File: config.mk
export PLATFORM = sky130hd
export DESIGN_NAME = timer_irq_flat
export DESIGN_NICKNAME = d
export VERILOG_FILES = /design/src/rtl/panel_pkg.sv /design/src/rtl/timer_irq_if.sv /design/src/rtl/tick_div.sv /design/src/rtl/timer_irq.sv /design/src/flat_wrapper.sv
export SDC_FILE = /design/constraint.sdc
export NUM_CORES = 1
export LEC_CHECK = 0
export CAP_MARGIN = 30
export CORE_UTILIZATION = 30
export DETAILED_ROUTE_END_ITERATION = 8
export GPL_TIMING_DRIVEN = 0
export PLACE_DENSITY_LB_ADDON = 0.25
export SYNTH_ARGS = -nofsm -noshare
export SYNTH_HDL_FRONTEND = slang
export SYNTH_SLANG_ARGS = --single-unit
File: constraint.sdc
create_clock -name clk_sys -period 1.6 [get_ports clk_sys]
set_input_delay 0.32 -clock clk_sys [delete_from_list [all_inputs] [get_ports clk_sys]]
set_output_delay 0.32 -clock clk_sys [all_outputs]
set_load 0.01 [all_outputs]
File: src/rtl/panel_pkg.sv
// Shared definitions for the control-panel timer blocks.
package panel_pkg;

    typedef enum logic [0:0] {
        IDLE = 1'b0,
        PEND = 1'b1
    } timer_irq_state_t;

    localparam int LAMP_DIV_DEFAULT = 50;

endpackage

File: src/rtl/timer_irq_if.sv
// Tick / acknowledge / status bundle between panel timer, interrupt system and timer_irq.
interface timer_irq_if #(
    parameter int OVF_WIDTH = 4
);
    logic                 zegar;
    logic                 irq_clr;
    logic                 ovf_clr;
    logic                 irq;
    logic [OVF_WIDTH-1:0] ovf;
    logic                 lamp;

    modport master (
        output zegar, irq_clr, ovf_clr,
        input  irq, ovf, lamp
    );

    modport slave (
        input  zegar, irq_clr, ovf_clr,
        output irq, ovf, lamp
    );
endinterface

File: src/rtl/tick_div.sv
// Tick divider: toggles a registered output every DIV input ticks; reusable for panel blinkers.
module tick_div
    import panel_pkg::*;
#(
    parameter int DIV = LAMP_DIV_DEFAULT
) (
    input  logic clk_sys,
    input  logic rst,
    input  logic tick,
    output logic out
);
    localparam int            CW   = $clog2(DIV + 1);
    localparam logic [CW-1:0] LAST = CW'(DIV - 1);

    logic [CW-1:0] cnt_r;
    logic          out_r;

    // Count ticks, wrap at DIV and flip the output on each wrap.
    always_ff @(posedge clk_sys) begin
        if (rst) begin
            cnt_r <= '0;
            out_r <= 1'b0;
        end else if (tick) begin
            if (cnt_r == LAST) begin
                cnt_r <= '0;
                out_r <= ~out_r;
            end else begin
                cnt_r <= cnt_r + CW'(1'b1);
            end
        end else begin
            cnt_r <= cnt_r;
            out_r <= out_r;
        end
    end

    assign out = out_r;

endmodule

File: src/rtl/timer_irq.sv
// Clock-interrupt front end: tick-to-level request, lost-tick counter and clock lamp.
module timer_irq
    import panel_pkg::*;
#(
    parameter int OVF_WIDTH = 4,
    parameter int LAMP_DIV  = LAMP_DIV_DEFAULT
) (
    input  logic        clk_sys,
    input  logic        rst,
    timer_irq_if.slave  bus
);
    localparam logic [OVF_WIDTH-1:0] OVF_MAX = '1;

    timer_irq_state_t      state_r;
    logic [OVF_WIDTH-1:0]  ovf_r;
    logic [OVF_WIDTH-1:0]  ovf_nxt_s;
    logic                  lost_s;
    logic                  lamp_s;

    // A tick is lost only when it lands on a pending request that is not being acknowledged.
    always_comb begin
        lost_s    = (state_r == PEND) && bus.zegar && !bus.irq_clr;
        ovf_nxt_s = ovf_r;
        if (bus.ovf_clr) begin
            ovf_nxt_s = lost_s ? OVF_WIDTH'(1'b1) : '0;
        end else if (lost_s && (ovf_r != OVF_MAX)) begin
            ovf_nxt_s = ovf_r + OVF_WIDTH'(1'b1);
        end else begin
            ovf_nxt_s = ovf_r;
        end
    end

    // Request FSM and saturating lost-tick register; a same-cycle tick re-arms over an acknowledge.
    always_ff @(posedge clk_sys) begin
        if (rst) begin
            state_r <= IDLE;
            ovf_r   <= '0;
        end else begin
            ovf_r <= ovf_nxt_s;
            case (state_r)
                IDLE: begin
                    if (bus.zegar) begin
                        state_r <= PEND;
                    end else begin
                        state_r <= IDLE;
                    end
                end
                PEND: begin
                    if (bus.irq_clr && !bus.zegar) begin
                        state_r <= IDLE;
                    end else begin
                        state_r <= PEND;
                    end
                end
                default: begin
                    state_r <= IDLE;
                end
            endcase
        end
    end

    tick_div #(
        .DIV (LAMP_DIV)
    ) u_lamp_div (
        .clk_sys (clk_sys),
        .rst     (rst),
        .tick    (bus.zegar),
        .out     (lamp_s)
    );

    assign bus.irq  = (state_r == PEND);
    assign bus.ovf  = ovf_r;
    assign bus.lamp = lamp_s;

endmodule

File: src/flat_wrapper.sv
// flat-port wrapper written by rule: the top's interface ports become plain ports
module timer_irq_flat import panel_pkg::*;
#(
    parameter int OVF_WIDTH = 4,
    parameter int LAMP_DIV  = LAMP_DIV_DEFAULT
)
  (clk_sys, rst, bus_zegar, bus_irq_clr, bus_ovf_clr, bus_irq, bus_ovf, bus_lamp);
  timer_irq_if #(.OVF_WIDTH(OVF_WIDTH)) bus_i ();
  input  logic clk_sys;
  input  logic rst;
  input wire logic [$bits(bus_i.zegar)-1:0] bus_zegar;
  input wire logic [$bits(bus_i.irq_clr)-1:0] bus_irq_clr;
  input wire logic [$bits(bus_i.ovf_clr)-1:0] bus_ovf_clr;
  output wire logic [$bits(bus_i.irq)-1:0] bus_irq;
  output wire logic [$bits(bus_i.ovf)-1:0] bus_ovf;
  output wire logic [$bits(bus_i.lamp)-1:0] bus_lamp;
  assign bus_i.zegar = bus_zegar;
  assign bus_i.irq_clr = bus_irq_clr;
  assign bus_i.ovf_clr = bus_ovf_clr;
  assign bus_irq = bus_i.irq;
  assign bus_ovf = bus_i.ovf;
  assign bus_lamp = bus_i.lamp;
  timer_irq #(.OVF_WIDTH(OVF_WIDTH), .LAMP_DIV(LAMP_DIV)) u_core (.clk_sys(clk_sys), .rst(rst), .bus(bus_i));
endmodule
==> qor.log <==
INFO  power_and_ir_drop share_comb_of_total_power=8.3%
INFO  detailed_routing route.antenna.remaining_nets=0
INFO  logic_synthesis synthesized_area_divided_by_synthesized_cell_count=9.19um^2
INFO  power_and_ir_drop power.share.clock=40.9%
INFO  timing         setup_viol=0
INFO  layout         fin_nets=83
INFO  global_routing pin_count_of_the_biggest_net_entering_global_routing=11
INFO  timing         clock.fmax=649MHz
INFO  layout         count_of_placed_standard_cells_in_the_final_layout_fillers_left_out=99
INFO  run            cap_viol_max_count=0
INFO  critical_path  timing.critical_path.required=1.28ns
INFO  detailed_routing dr_total_vias=484
INFO  min_path       hp-start=bus_zegar
INFO  critical_path  worst_path_max_delay_cell=sky130_fd_sc_hd__clkdlybuf4s50_1
INFO  timing         setup_repair_after_global_routing_missed_its_margin=no
INFO  logic_synthesis yosys_most_used_dff=sky130_fd_sc_hd__dfxtp_1
INFO  global_routing gr-total-overflow=0
INFO  timing         finalCriticalPeriod=1.54ns
INFO  min_path       holdCritPathClass=primary input to flip-flop
INFO  power_and_ir_drop power_switching=152uW
INFO  place          finalWeightedCongestion=0.729
INFO  detailed_routing drc=0
INFO  floorplanning  top_level_ports=11
INFO  layout         synthToLayoutAreaGrowth=29.0%
INFO  critical_path  timing.critical_path.arrival=1.22ns
INFO  global_routing number_of_global_route_vias_before_repair=437
INFO  detailed_routing detail_route.iter0.violations=11
INFO  clock_tree     cts_inserted_buffers=3
INFO  clock_tree     cts-root-to-sink-buffers=2
INFO  timing         finalHoldViolCount=0
INFO  logic_synthesis synth_cell_type_count=25
INFO  clock_tree     htree_levels=1
INFO  floorplanning  design.die.area=2050um^2
INFO  logic_synthesis async_reset_ff_share=0%
INFO  critical_path  crit_path_max_incr_delay=0.56ns
INFO  critical_path  crit_path_start_kind=flip-flop
INFO  clock_tree     clk_root_buffer_cell=sky130_fd_sc_hd__clkbuf_4
INFO  floorplanning  die_height=45.2um
INFO  clock_tree     cts.reportedPaths.clkPinSlew=0.08ns
INFO  place          dp_hpwl=766um
INFO  global_routing most_crowded_layer_gr=met1
INFO  critical_path  reg2reg_slack=0.29ns
INFO  layout         layout_commonest_cell=sky130_fd_sc_hd__clkdlybuf4s50_1
INFO  critical_path  worst_setup_path_startpoint=u_core.bus.irq
INFO  clock_tree     clock_sink_count=12
INFO  logic_synthesis total_standard_cell_area_after_synthesis=561um^2
INFO  clock_tree     worst_skew_pair.late_latency=0.29ns
INFO  place          numPortBuffers=9
INFO  power_and_ir_drop max-vdd-ir-drop=0.232mV
INFO  power_and_ir_drop power_report.internal_total=475uW
INFO  layout         post_route_cells_drive_above_1_share=14.9%
INFO  critical_path  cp_cell_sequence=clkdlybuf4s50_1
INFO  logic_synthesis synthesis.instances=61
INFO  floorplanning  coreArea=1750um^2
INFO  global_routing track_usage=13.7%
INFO  global_routing grt_util_met2=16.8%
INFO  timing         worst_skew=0.00366ns
INFO  power_and_ir_drop power.share.sequential=50.9%
INFO  min_path       hold_depth=2
INFO  critical_path  worstReg2RegEnd=u_core.bus.ovf[0]
INFO  timing         fin_worst_hold_slack=0.289ns
INFO  logic_synthesis syn_nets=69
INFO  timing         max_slew_vio_count=0
INFO  layout         antenna_cells=0
INFO  timing         finalSetupTns=0ns
INFO  detailed_routing route.final.wire_length=1.07mm
INFO  floorplanning  placement_rows=15
INFO  power_and_ir_drop leakage=0.254nW
INFO  detailed_routing average_wire_per_cell_in_the_routed_design=10.8um
INFO  critical_path  worst-setup-path-type=flip-flop to output port
INFO  critical_path  cp_num_buf_inv=1
INFO  logic_synthesis synthesized_flop_and_latch_total=12
INFO  logic_synthesis synth_seq_area_share=42.9%
INFO  detailed_routing drt_pass1_iterations=4
INFO  layout         mostFrequentLayoutCells=9 x sky130_fd_sc_hd__clkdlybuf4s50_1, 8 x sky130_fd_sc_hd__dfxtp_1, 6 x sky130_fd_sc_hd__a21oi_1, 6 x sky130_fd_sc_hd__nor2_1, 4 x sky130_fd_sc_hd__dfxtp_2
INFO  global_routing grt_use_met3=6.00%
INFO  min_path       whs_endpoint=u_core.u_lamp_div.cnt_r[1]
INFO  critical_path  r2r-start=u_core.bus.ovf[0]
INFO  place          dp_cells=95
INFO  timing         max_slew_margin=70.8%
INFO  global_routing gr-usage-met1=18.7%
INFO  global_routing grt_antenna_before_repair=0
INFO  clock_tree     cts.hold.buffers_added=0
INFO  timing         tightestPinTransition=0.437ns
INFO  detailed_routing via_per_inst=4.89
INFO  power_and_ir_drop p_sw_share=24.2%
INFO  critical_path  setup.worst_path.end_class=output port
INFO  critical_path  timing.critical_path.max_delay_family=buffers and inverters
INFO  timing         postLayoutSetupSlackWorst=0.0599ns
INFO  logic_synthesis synth_enable_flop_cells=0
INFO  floorplanning  die_width=45.2um
INFO  outcome        status=completed
INFO  power_and_ir_drop pwr_density_cell=866nW/um^2
INFO  floorplanning  initial_core_util=32.1%
INFO  global_routing global_route_wire_length_before_repair=1.90mm
INFO  critical_path  rr_worst_depth=4
INFO  clock_tree     tritoncts=yes
INFO  timing         timing.final.crit_share=96.3%
INFO  critical_path  largest_driver_fanout_on_the_critical_path=4
INFO  place          detailedPlace.worstSlack=-0.0116ns
INFO  power_and_ir_drop finalPower=627uW
INFO  logic_synthesis yosys_warnings=0
==> how the worst max path moves through the flow <==
| stage | endpoint | slack (ns) | cells past startpoint |
|---|---|---|---|
| 6_report | bus_irq | 0.06 | 1 |
| 3_3_place_gp | u_core.bus.ovf[0] | -0.002 | 4 |
| 5_1_grt | bus_irq | 0.008 | 1 |
| 4_1_cts | bus_ovf[3] | 0.01 | 1 |
| 2_1_floorplan | u_core.bus.ovf[0] | 0.36 | 4 |
| 3_5_place_dp | u_core.bus.ovf[0] | -0.01 | 4 |
==> synthesized netlist by cell type (all sizes together), types with 2 or more instances <==
library cell	number	area share (%)
dfxtp	12	43
a21oi	6	5.4
nor2	6	4.0
ha	3	6.7
nand2	3	2.0
nand3	3	2.7
o21ai	3	2.7
or3	3	3.3
xor2	3	4.7
a211oi	2	2.7
inv	2	1.3
nand4	2	2.2
==> registers in the layout, indices dropped and copies added, names as in the netlist <==
signal,count
u_core.u_lamp_div.cnt_r,6
u_core.bus.ovf,4
u_core.bus.irq,1
u_core.u_lamp_div.out,1
==> layout make-up <==
cell class / count / area (um^2)
Tap cell: 25 / 31.3
Multi-Input combinational cell: 46 / 305
Buffer: 1 / 7.51
Fill cell: 183 / 1020
Timing Repair Buffer: 9 / 90.1
Inverter: 2 / 7.51
Sequential cell: 12 / 245
Clock buffer: 4 / 36.3
==> what timing repair did <==
item | in CTS | in global routing
setup buffers | 0 | 0
endpoints found under the setup margin | 0 | 4
resized for setup | 0 | 4
endpoints found under the hold margin | 0 | 0
==> per-stage QoR <==
step                utilization [%]  instance area [um^2]
floorplan                         -                   561
detailed placement             39.1                   682
CTS                            41.1                   718
finish                         41.4                   723
global route                   41.4                   723
global placement               39.1                   682
==> power groups by stage <==
stage          clock (mW)  sequential (mW)  combinational, mW
6_report            0.256            0.319             0.0518
5_1_grt             0.272            0.321             0.0578
4_1_cts             0.257            0.318             0.0523
3_5_place_dp            0            0.326             0.0519
3_3_place_gp            0            0.325             0.0514
2_1_floorplan           0            0.324             0.0291
==> routing by layer <==
metal	routed length [um]	vias to the layer above
met5	0	-
met4	18	0
li1	-	247
met1	553	215
met2	438	20
met3	60	2
==> cell families (layout without fill, tap and decap cells) <==
group,after synthesis,in the layout,share of synthesized area (%)
fa+ha+maj,3,3,6.70
flops,12,12,42.9
buf+inv,3,16,2.68
compound gates,14,14,15.2
xor+xnor,4,4,6.25
simple gates,25,25,26.3
Note: power is estimated with default switching activity, not from simulation.
